==> config.mk <==
export PLATFORM = sky130hd
export DESIGN_NAME = shift_unit
export DESIGN_NICKNAME = d
export VERILOG_FILES = /design/src/rtl/shift_unit_pkg.sv /design/src/rtl/shift_unit_step.sv /design/src/rtl/shift_unit.sv
export SDC_FILE = /design/constraint.sdc
export NUM_CORES = 1
export LEC_CHECK = 0
export CAP_MARGIN = 10
export CORE_MARGIN = 8
export CORE_UTILIZATION = 40
export DETAILED_ROUTE_END_ITERATION = 8
export PLACE_DENSITY = 0.72
export SYNTH_ARGS = -nofsm -noshare
export SYNTH_HDL_FRONTEND = slang
export SYNTH_SLANG_ARGS = --single-unit
export TNS_END_PERCENT = 100
==> constraint.sdc <==
create_clock -name clk -period 1.6 [get_ports clk]
set_clock_uncertainty 0.05 [all_clocks]
set_input_delay 0.24 -clock clk [delete_from_list [all_inputs] [get_ports clk]]
set_output_delay 0.24 -clock clk [all_outputs]
set_load 0.05 [all_outputs]
==> src/rtl/shift_unit_pkg.sv <==
// Shared encodings for the iterative shifter: operation codes and FSM states.
package shift_unit_pkg;

  // Shift operation codes, as driven by the control unit.
  localparam logic [1:0] SH_SLL = 2'b00;
  localparam logic [1:0] SH_SRL = 2'b01;
  localparam logic [1:0] SH_SRA = 2'b10;
  localparam logic [1:0] SH_ROR = 2'b11;

  // Shifter sequencing states.
  typedef enum logic [1:0] {
    ST_IDLE  = 2'b00,
    ST_SHIFT = 2'b01,
    ST_DONE  = 2'b10
  } state_t;

endpackage

==> src/rtl/shift_unit_step.sv <==
// Single-position shift step: combinational, one bit per evaluation.
module shift_step
  import shift_unit_pkg::*;
(
  input  logic [31:0] x,
  input  logic [1:0]  op,
  output logic [31:0] y
);

  // Select the one-bit move for the requested operation.
  always_comb begin
    y = x;
    case (op)
      SH_SLL:  y = {x[30:0], 1'b0};
      SH_SRL:  y = {1'b0, x[31:1]};
      SH_SRA:  y = {x[31], x[31:1]};
      SH_ROR:  y = {x[0], x[31:1]};
      default: y = x;
    endcase
  end

endmodule

==> src/rtl/shift_unit.sv <==
// Iterative 32-bit shifter: SLL/SRL/SRA/ROR, one bit per clock.
//
// Handshake: start is a request sampled only while in IDLE; the operands
// (shift_in, shift_op, n) are captured on that edge and may change freely
// afterwards. busy is high exactly while shifting, done pulses for exactly
// one cycle when shift_out holds the result. start seen outside IDLE is
// dropped, never queued. shift_out keeps the result until the next accepted
// start.
module shift_unit
  import shift_unit_pkg::*;
(
  input  logic        clk,
  input  logic        reset,
  input  logic        start,
  input  logic [1:0]  shift_op,
  input  logic [31:0] shift_in,
  input  logic [4:0]  n,
  output logic [31:0] shift_out,
  output logic        busy,
  output logic        done,
  output logic [1:0]  state_dbg
);

  state_t      r_state;
  state_t      w_next_state;
  logic [31:0] r_shift;
  logic [4:0]  r_cnt;
  logic [1:0]  r_op;
  logic [31:0] w_step;

  shift_step u_step (
    .x  (r_shift),
    .op (r_op),
    .y  (w_step)
  );

  // State register; reset overrides any pending transition, including DONE.
  always_ff @(posedge clk) begin
    if (reset) begin
      r_state <= ST_IDLE;
    end else begin
      r_state <= w_next_state;
    end
  end

  // Next-state logic. A zero shift amount skips SHIFT entirely; cnt==1 marks
  // the last step. The cnt==0 case in SHIFT cannot occur but exits safely.
  always_comb begin
    w_next_state = r_state;
    case (r_state)
      ST_IDLE: begin
        if (start) begin
          w_next_state = (n != 5'd0) ? ST_SHIFT : ST_DONE;
        end
      end
      ST_SHIFT: begin
        if (r_cnt <= 5'd1) begin
          w_next_state = ST_DONE;
        end
      end
      ST_DONE:  w_next_state = ST_IDLE;
      default:  w_next_state = ST_IDLE;
    endcase
  end

  // Datapath: capture operands on an accepted start, then step and count down.
  always_ff @(posedge clk) begin
    if (reset) begin
      r_shift <= 32'd0;
      r_cnt   <= 5'd0;
      r_op    <= SH_SLL;
    end else begin
      case (r_state)
        ST_IDLE: begin
          if (start) begin
            r_shift <= shift_in;
            r_op    <= shift_op;
            r_cnt   <= n;
          end
        end
        ST_SHIFT: begin
          r_shift <= w_step;
          if (r_cnt != 5'd0) begin
            r_cnt <= r_cnt - 5'd1;
          end
        end
        default: begin
          r_shift <= r_shift;
        end
      endcase
    end
  end

  // Outputs are pure state decodes so they never depend on inputs directly.
  always_comb begin
    busy      = (r_state == ST_SHIFT);
    done      = (r_state == ST_DONE);
    shift_out = r_shift;
    state_dbg = r_state;
  end

endmodule

==> results.md, run 1 <==
- Routed wire length: slightly above 7000 microns
- Unique masters post-synth: 46
- FMAX: around 0.64 GHz
- Number of max-cap violations: 0
- Ys Warns: 0
- Htree depth: 2
- Crit path max-delay family: simple AND/OR/NAND/NOR gates
- Final setup vio count: 0
- Row count: 27
- Share of layout cells above drive strength 1: 33.91%
- Crit end category: flop
- Seq/Total Area, Yosys: 35.56%
- Async SR Flop Fraction: 0%
- NumNets Final: around 390
- Area of the die: about 8500 sq um
- Mapped Nets: around 300
- Synth top area share: a little over a third
- Fin Hold WS: about 440 ps
- Worst Hold Class: reg2reg
- Leak pwr: ~1.5 nW
- Fin crit share: 98.40%
- Clk sink count: 41
- Switching part of the total: about two fifths
- Hpwl dp: around 5200 microns
- Worst-path cell chain: inv_2, ha_4, or4b_4, a21oi_4, or2_4, a21oi_2
- RSZ-0062 raised after global routing: true
- Initial core utilization: around two fifths
- CP Data Required Time: 1730 ps
- Crit-path slowest cell: or4b_4
- Buffers on Ports: 77
- Root buffer cell: clkbuf_8
- DR vias/cell: around 5.6
- Slew Limit Headroom: between 60 and 70%
- DRT iter0 DRCs: 142
- Drt drc: 0
- Wirelength per Cell: 17.22 microns
- Height of the die: about 92 microns
- Synth area leaders: dfxtp_1 36%, mux2i_1 7.8%, mux2_2 5.9%, a221oi_1 4.9%, o22ai_1 4.9%
- Slew Limit Fails: 0
- RD Place Congestion: 0.8591
- First-pass GRT wire length: 11540 microns
- Total CTS buffers: 5
- Clock Power Share: about 16%
- Post-synth EDFFs: 0
- Final hold vios: 0
- Largest stage delay, worst path: between 400 and 500 ps
- Clock Latency Late Sink: 290 ps
- Syn Inst Count: ~250
- CP Max Fanout: 5
- Initial antenna violation count: 0
- Vias in the first global route: between 2000 and 2500
- Via Count: 2366
- Die Width: 91.97 microns
- CTS tree: yes
- Total gr overflow: 0
- Aggregate global-route resource usage: about 16%
- Ys flop type: dfxtp_1
- Diodes inserted: 0
- Mapped Area: around 2300 sq um
- Buffer depth of the longest clock path: 2
- I/O pins: between 70 and 80
- Yosys top cell by area: dfxtp_1
- Largest net degree at the start of global routing: 42
- Worst-path clk slew: 70 ps
- Layout area overhead: 59.73%
- Data arrival time of the critical path: about 1700 ps
- Post-CTS Hold Buffers: 0
- Avg Inst Size Synth: 9.088 sq um
- Multi-input gate area: roughly 1400 sq um
- P_int: ~2.4 mW
- Critical path buffer and inverter count: 1
- Slew @ Worst Pin: ~560 ps
- Setup CP Type: reg2reg
- Flop pwr share: 34.9%
- Flops & latches, synth: 41
- Post-DRT Antenna Nets: 0
- Status: finished clean
- Combinational fraction of design power: between 40% and 50%
- TNS Setup: 0 ps
- First-pass detailed-route iteration total: 4
- CP Launch Type: flop
- Final min period: between 1500 and 2000 ps
- PD cells: 1055 nW/um^2
- NetSw: around 1.5 mW
- Register area: approximately 830 sq um
- Max VDD drop: 0.0005296 V
- Core area: ~5500 sq um
- Pwr Total: 3.890 mW
- Fillers: 460
synthesized netlist by cell type, types with 6 or more instances:
cell type  number
mux2_2         12
a21oi_1        19
mux2i_1        18
nand2_1         7
a221oi_1       13
nor3_1         16
nor2_1         23
dfxtp_1        41
o22ai_1        18
buf_2           6
a211oi_1        7
a221o_1        11
inv_1          15
stage by stage:
stage          setup WS (ps)  cells  area (sq um)  utilization [%]
2_1_floorplan          2.912    254          2337                -
3_5_place_dp          -236.7    407          3462            62.49
6_report               25.55    420          3687            66.55
5_1_grt               -39.63    420          3687            66.55
4_1_cts                10.60    413          3541            63.91
3_3_place_gp          -184.7    407          3462            62.49
cell usage in the layout, fill, tap and decap left out, types with 2 or more instances in the layout:
| cell | count |
|---|---|
| mux2_2 | 12 |
| nor3_1 | 16 |
| buf_12 | 26 |
| clkdlybuf4s50_1 | 41 |
| nor2_1 | 23 |
| and3_1 | 2 |
| o22ai_1 | 18 |
| a21oi_1 | 18 |
| buf_4 | 40 |
| mux2i_1 | 18 |
| o21ai_0 | 3 |
| a221oi_1 | 5 |
| dfxtp_4 | 2 |
| inv_1 | 13 |
| inv_2 | 2 |
| a221o_1 | 11 |
| a221oi_2 | 8 |
| nand2_1 | 7 |
| dfxtp_1 | 35 |
| clkbuf_8 | 5 |
| a211oi_1 | 7 |
| dfxtp_2 | 4 |
| a21oi_2 | 2 |
registers in the layout (all words and copies together), names as in the netlist:
| register | count |
|---|---|
| state_dbg | 2 |
| r_cnt | 5 |
| shift_out | 32 |
| r_op | 2 |
layout make-up:
class,instances,area share (%)
Tap cell,72,2.443
Clock buffer,6,1.968
Timing Repair Buffer,109,34.37
Inverter,16,1.832
Clock inverter,1,0.1357
Multi-Input combinational cell,175,36.65
Sequential cell,41,22.60
metal layers:
layer / track usage (%) / wire length, microns / up-vias
met5: 0 / 0 / -
met3: 4.238 / 371 / 15
met2: 26.16 / 3496 / 77
met4: 6.980 / 169 / 0
met1: 19.99 / 3193 / 1122
li1: - / - / 1152
power groups by stage:
| stage | Sequential [mW] | Combinational [mW] | Clock [mW] |
|---|---|---|---|
| detailed placement | 1.37 | 1.79 | 0 |
| floorplan | 1.69 | 0.710 | 0 |
| global placement | 1.37 | 1.76 | 0 |
| global route | 1.38 | 2.01 | 0.709 |
| finish | 1.36 | 1.89 | 0.637 |
| CTS | 1.35 | 1.79 | 0.664 |
final timing paths:
check | from | endpoint | slack [ps] | cells past startpoint
worst max register to register | r_cnt[1] | r_cnt[2] | 30 | 6
worst max-delay path | r_cnt[1] | r_cnt[2] | 30 | 6
worst min-delay path | r_op[0] | r_op[0] | 440 | 2
worst min register to register | r_op[0] | r_op[0] | 440 | 2
worst reg2reg max path, stage by stage, from the launching register on:
cell	delay, ps
dfxtp_2	330
inv_2	70
ha_4	130
or4b_4	480
a21oi_4	220
or2_4	150
a21oi_2	40
what timing repair did:
action	4_1_cts	5_1_grt
buffers inserted	0	6
endpoints found under the setup margin	3	18
gates resized for setup	3	20
pin swaps	1	7
gates cloned	0	1
kinds of logic (layout without fill, tap and decap cells):
group	count (synthesis)	count (layout)	share of synthesized area, %
compound gates	84	84	26.61
fa+ha+maj	2	2	1.084
flops	41	41	35.56
mux	30	30	13.66
buf+inv	38	132	9.485
simple gates	59	59	13.60
Power figures use the tool's default switching activity.
==> inputs of run 2 (changes only) <==
SYNTH_HIERARCHICAL = 1   (was default)
==> results.md, run 2 <==
- TNS Setup: 0 ps (unchanged)
- CP Max Fanout: 2 (-3)
- Fin crit share: 97.69% (-0.71 points)
- Layout Cell Area excl Fill: 3560 sq um (-3.5%)
- Crit end category: flop
- Buffers on Ports: 77 (unchanged)
- Post-DRT Antenna Nets: 0 (unchanged)
- Final cell utilization of the core: 60.84% (-5.7 points)
- Data arrival time of the critical path: 1720 ps (about the same)
- Hpwl dp: 4771 microns (-7.9%)
- Register area: 829.5 sq um (-0.45%)
- Synth top area share: 34.51% (-1.0 points)
- Share of layout cells above drive strength 1: 29.44% (-4.5 points)
- Met1 Resource Use GR: 19.62% (-0.37 points)
- Die Width: 93.11 microns (+1.2%)
- Wirelength per Cell: 15.50 microns (-10%)
- Multi-input gate area: 1483 sq um (+9.7%)
- Initial core utilization: 40.65% (-1.0 points)
- Clock Latency Late Sink: 290 ps (about the same)
- Row count: 28 (+3.7%)
- Async SR Flop Fraction: 0% (unchanged)
- PD cells: 1144 nW/um^2 (+8.4%)
- I/O pins: 78 (unchanged)
- Slew @ Worst Pin: 328.2 ps (-227.2 ps)
- Clk sink count: 41 (unchanged)
- Layout area overhead: 49.66%
- Max reg flops: 32 (unchanged)
- Final setup vio count: 0 (unchanged)
- Leak pwr: 1.528 nW (-0.93%)
- Total CTS buffers: 5 (unchanged)
- Vias in the first global route: 2322 (-1.3%)
- CP Launch Type: input pin
- Largest net degree at the start of global routing: 42 (unchanged)
- Final min period: 1563 ps (-11.39 ps)
- Buffer depth of the longest clock path: 2 (unchanged)
- GR Util met3: 4.327% (+0.089 points)
- Ys flop type: dfxtp_1
- DR vias/cell: 5.322 (-5.5%)
- Fillers: 520 (+13%)
- Drt drc: 0 (unchanged)
- Synth area leaders: dfxtp_1 35%, mux2_4 18%, a311oi_1 12%, nand2_1 11%, nor2_1 6.2%
- Core area: 5851 sq um (+5.6%)
- Syn Inst Count: 280 (+10%)
- CP Data Required Time: 1750 ps (+20 ps)
- Initial antenna violation count: 0 (unchanged)
- Seq/Total Area, Yosys: 34.51% (-1.0 points)
- Flops & latches, synth: 41 (unchanged)
- Final hold vios: 0 (unchanged)
- Placed cell area: 3390 sq um (-2.1%)
- Avg Inst Size Synth: 8.495 sq um (-6.5%)
- Setup CP Type: in2reg
- Slew Limit Fails: 0 (unchanged)
- Worst Hold Class: in2reg
- Mapped Area: 2379 sq um (+3.0%)
- First-pass GRT wire length: 11260 microns (-2.4%)
- Ys Warns: 6 (+6)
- Post-synth EDFFs: 0 (unchanged)
- First-pass detailed-route iteration total: 4 (unchanged)
- Count leader, synth: nand2_1
- RSZ-0062 raised after global routing: true
- Area of the die: 8669 sq um (+2.5%)
- Status: finished clean
- CTS tree: yes
- Height of the die: 93.11 microns (+1.2%)
- GR peak layer: met2
- Grt met2 use: 25.15% (-1.0 points)
- DRT iter0 DRCs: 76 (-46%)
- Yosys top cell by area: dfxtp_1
- Slew Limit Headroom: 77.95% (+15 points)
- Diodes inserted: 0 (unchanged)
- Htree depth: 2 (unchanged)
- Max VDD drop: 0.0007604 V (+44%)
- Most common cell after layout, fill and taps aside: nand2_1
- Via Count: 2315 (-2.2%)
- Fin Hold WS: 378.8 ps (-65.52 ps)
- Unique masters post-synth: 37 (-20%)
- Routed wire length: 6741 microns (-6.8%)
- Mapped Nets: 324 (+8.7%)
- RD Place Congestion: 0.8319 (-3.2%)
- Aggregate global-route resource usage: 15.45% (-0.80 points)
- Worst-path clk slew: 90 ps (+20 ps)
- NumNets Final: 403 (+2.8%)
- Total gr overflow: 0 (unchanged)
- Post-synth top cells: 70 x nand2_1, 41 x dfxtp_1, 39 x nor2_1
- FMAX: 0.6398 GHz (+0.73%)
- Number of max-cap violations: 0 (unchanged)
- Root buffer cell: clkbuf_8
- Most frequent cells in the layout: 70 x nand2_1, 39 x nor2_1, 38 x dfxtp_1
[run 2: changes by cell type in the layout (fill, tap and decap cells not counted), moves of 9 or more]
cell / change
o22ai_1: -18
inv_1: -13
a21oi_1: -11
a311oi_1: +32
buf_12: -9
mux2_4: +29
mux2_2: -11
a221o_1: -11
nor3_1: -13
mux2i_1: -17
nand2_1: +63
nor2_1: +16
[run 2: path summary, 6_finish.rpt]
check | from | to | slack (ps) | cells after the start
setup reg to reg | r_cnt[1] | r_cnt[3] | 50 | 6
hold reg to reg | state_dbg[1] | state_dbg[1] | 470 | 1
setup / recovery | n[0] | state_dbg[1] | 40 | 4
hold / removal | n[1] | r_cnt[1] | 380 | 4
[run 2: cell type report]
class / instances / share of cell area, %
well taps: 75 / 2.636
repair buffers: 94 / 28.75
inverters: 3 / 0.3866
flip-flops and latches: 41 / 23.30
multi-input cells: 214 / 41.65
clock inverters: 1 / 0.8436
clock buffers: 7 / 2.425
[run 2: stage by stage]
stage | setup WS (ps) | total power, mW | cells
detailed placement | -495.3 | 3.181 | 426
floorplan | 14.61 | 2.514 | 280
finish | 36.95 | 4.072 | 435
global route | -20.33 | 4.288 | 435
CTS | 2.545 | 4.085 | 434
global placement | -428.4 | 3.152 | 426
[run 2: power breakdown]
group,internal [mW],total (mW),switching (mW)
registers,1.17,1.35,0.184
logic,0.861,1.85,0.988
clock network,0.509,0.872,0.363
[run 2: cells by family after synthesis]
logic type      count (synthesis)  synth area share [%]
simple gates                  128                 22.83
compound gates                 53                 17.31
flops                          41                 34.51
mux                            31                 19.20
buf+inv                        25                 5.102
fa+ha+maj                       2                 1.052
[run 2: routing by layer]
| metal | vias to the layer above | routed length, microns |
|---|---|---|
| li1 | 1155 | - |
| met1 | 1105 | 3036 |
| met2 | 49 | 3289 |
| met3 | 6 | 369 |
| met4 | 0 | 45 |
| met5 | - | 0 |
[run 2: critical path, stage by stage]
cell and delay [ps]:
clkdlybuf4s15_1 180, or4_4 530, or4b_4 500, a211oi_2 260
[run 2: repair_timing]
item,4_1_cts,5_1_grt
pin swaps,5,8
hold endpoints to repair,0,0
setup buffers,0,1
hold buffers,0,0
resized for setup,12,10
setup endpoints to repair,4,14
==> inputs of run 3 (changes only) <==
GPL_ROUTABILITY_DRIVEN = 0   (was default)
MAX_ROUTING_LAYER = met4   (was default)
RECOVER_POWER = 25   (was default)
==> results.md, run 3 (same netlist as run 2, synthesis figures left out) <==
- I/O pins: 78 (unchanged)
- Drt drc: 0 (unchanged)
- CP Launch Point: n[0]
- Worst r2r path cells: 6 (unchanged)
- Fin Hold WS: 373.8 ps (-5.020 ps)
- R2R Path End: r_cnt[2]
- R2R Setup Slk: 60 ps (about the same)
- Via Count: 2341 (+1.1%)
- Max reg flops: 32 (unchanged)
- Final cell utilization of the core: 59.60% (-1.2 points)
- Layout area overhead: 46.61%
- Crit end category: flop
- Initial core utilization: 40.65% (unchanged)
- Area of the die: 8669 sq um (unchanged)
- PD cells: 1144 nW/um^2 (about the same)
- Aggregate global-route resource usage: 15.92% (+0.47 points)
- Buffers on Ports: 77 (unchanged)
- Setup CP Type: in2reg
- Final setup margin: 37.12 ps (+0.1746 ps)
- Slew Limit Fails: 0 (unchanged)
- Final min period: 1563 ps (-0.1746 ps)
- FMAX: 0.6398 GHz (about the same)
- CP Max Fanout: 2 (unchanged)
- DR vias/cell: 5.382 (+1.1%)
- First-pass detailed-route iteration total: 4 (unchanged)
- CTS tree: yes
- Core area: 5851 sq um (unchanged)
- Layout Cells excl Fill: 435 (unchanged)
- Final setup vio count: 0 (unchanged)
- CP Data Required Time: 1750 ps (about the same)
- Post-DRT Antenna Nets: 0 (unchanged)
- Share of layout cells above drive strength 1: 27.78% (-1.7 points)
- Row count: 28 (unchanged)
- Routed wire length: 6739 microns (about the same)
- Clk sink count: 41 (unchanged)
- Number of max-cap violations: 0 (unchanged)
- Root buffer cell: clkbuf_8
- Final hold vios: 0 (unchanged)
- Largest net degree at the start of global routing: 42 (unchanged)
- Fin crit share: 97.68% (about the same)
- CP Launch Type: input pin
- CP Capture Point: state_dbg[1]
- RR Startpoint: r_cnt[1]
- Slew Limit Headroom: 64.66% (-13 points)
- Hpwl dp: 4771 microns (unchanged)
- Initial antenna violation count: 0 (unchanged)
- DRT iter0 DRCs: 67 (-12%)
- Fillers: 535 (+2.9%)
- Most common cell after layout, fill and taps aside: nand2_1
- Leak pwr: 1.576 nW (+3.1%)
- Cells after DPL: 426 (unchanged)
- Slew @ Worst Pin: 529.3 ps (+201.1 ps)
- Placed cell area: 3390 sq um (unchanged)
- Htree depth: 2 (unchanged)
- NumNets Final: 403 (unchanged)
- Clock Latency Late Sink: 290 ps (about the same)
- First-pass GRT wire length: 11270 microns (about the same)
- Place WS: -495.3 ps (unchanged)
- Max VDD drop: 0.0007547 V (-0.75%)
- Worst-path clk slew: 80 ps (about the same)
- Worst Hold Class: in2reg
- RSZ-0062 raised after global routing: true
- Vias in the first global route: 2321 (-0.043%)
- Most frequent cells in the layout: 70 x nand2_1, 39 x nor2_1, 38 x dfxtp_1
- Total gr overflow: 0 (unchanged)
- Buffer depth of the longest clock path: 2 (unchanged)
- Status: finished clean
- Wirelength per Cell: 15.49 microns (about the same)
- Data arrival time of the critical path: 1710 ps (about the same)
- Diodes inserted: 0 (unchanged)
- Total CTS buffers: 5 (unchanged)
- Height of the die: 93.11 microns (unchanged)
- Die Width: 93.11 microns (unchanged)
- Layout Cell Area excl Fill: 3487 sq um (-2.0%)
run 3: timing repair:
action                                  CTS  global route
hold buffers                              0             0
setup buffers                             0             1
pin swaps                                 5             8
cloned                                    0             0
endpoints found under the setup margin    4            14
gates resized for setup                  12            10
run 3: layout make-up:
type	count	area (sq um)	share of cell area, %
Clock buffer	7	86.33	2.476
Clock inverter	1	30.03	0.8611
Multi-Input combinational cell	214	1483	42.52
Tap cell	75	93.84	2.691
Inverter	3	13.76	0.3947
Timing Repair Buffer	94	950.9	27.27
Sequential cell	41	829.5	23.79
run 3: report_power, final:
group	internal, mW	total (mW)	switching (mW)
Sequential	1.17	1.34	0.170
Clock	0.509	0.870	0.361
Combinational	0.793	1.78	0.989
run 3: per-stage QoR:
step | TNS (ps) | power (mW)
after CTS | 0 | 4.085
after floorplan | 0 | 2.514
final | 0 | 3.989
after detailed placement | -2140 | 3.181
after global routing | -40.25 | 4.206
after global placement | -1524 | 3.152
run 3: critical path, cell delays in order:
cell and delay [ps]:
clkdlybuf4s15_1 180, or4_4 530, or4b_4 500, a211oi_2 260
run 3: layer usage:
layer	wire [microns]	track usage, %	vias to the layer above
met5	0	-	-
met4	48	3.758	0
met3	502	4.247	6
met2	3251	25.21	80
met1	2937	19.67	1100
li1	-	-	1155
run 3: how the worst min path moves through the flow:
stage	cells past startpoint	end	start	slack [ps]
after detailed placement	1	state_dbg[1]	state_dbg[1]	440
after CTS	3	r_cnt[3]	n[3]	390
after global placement	1	state_dbg[1]	state_dbg[1]	430
after floorplan	2	r_op[0]	shift_op[0]	330
final	3	r_cnt[3]	n[3]	370
after global routing	3	r_cnt[3]	n[3]	400
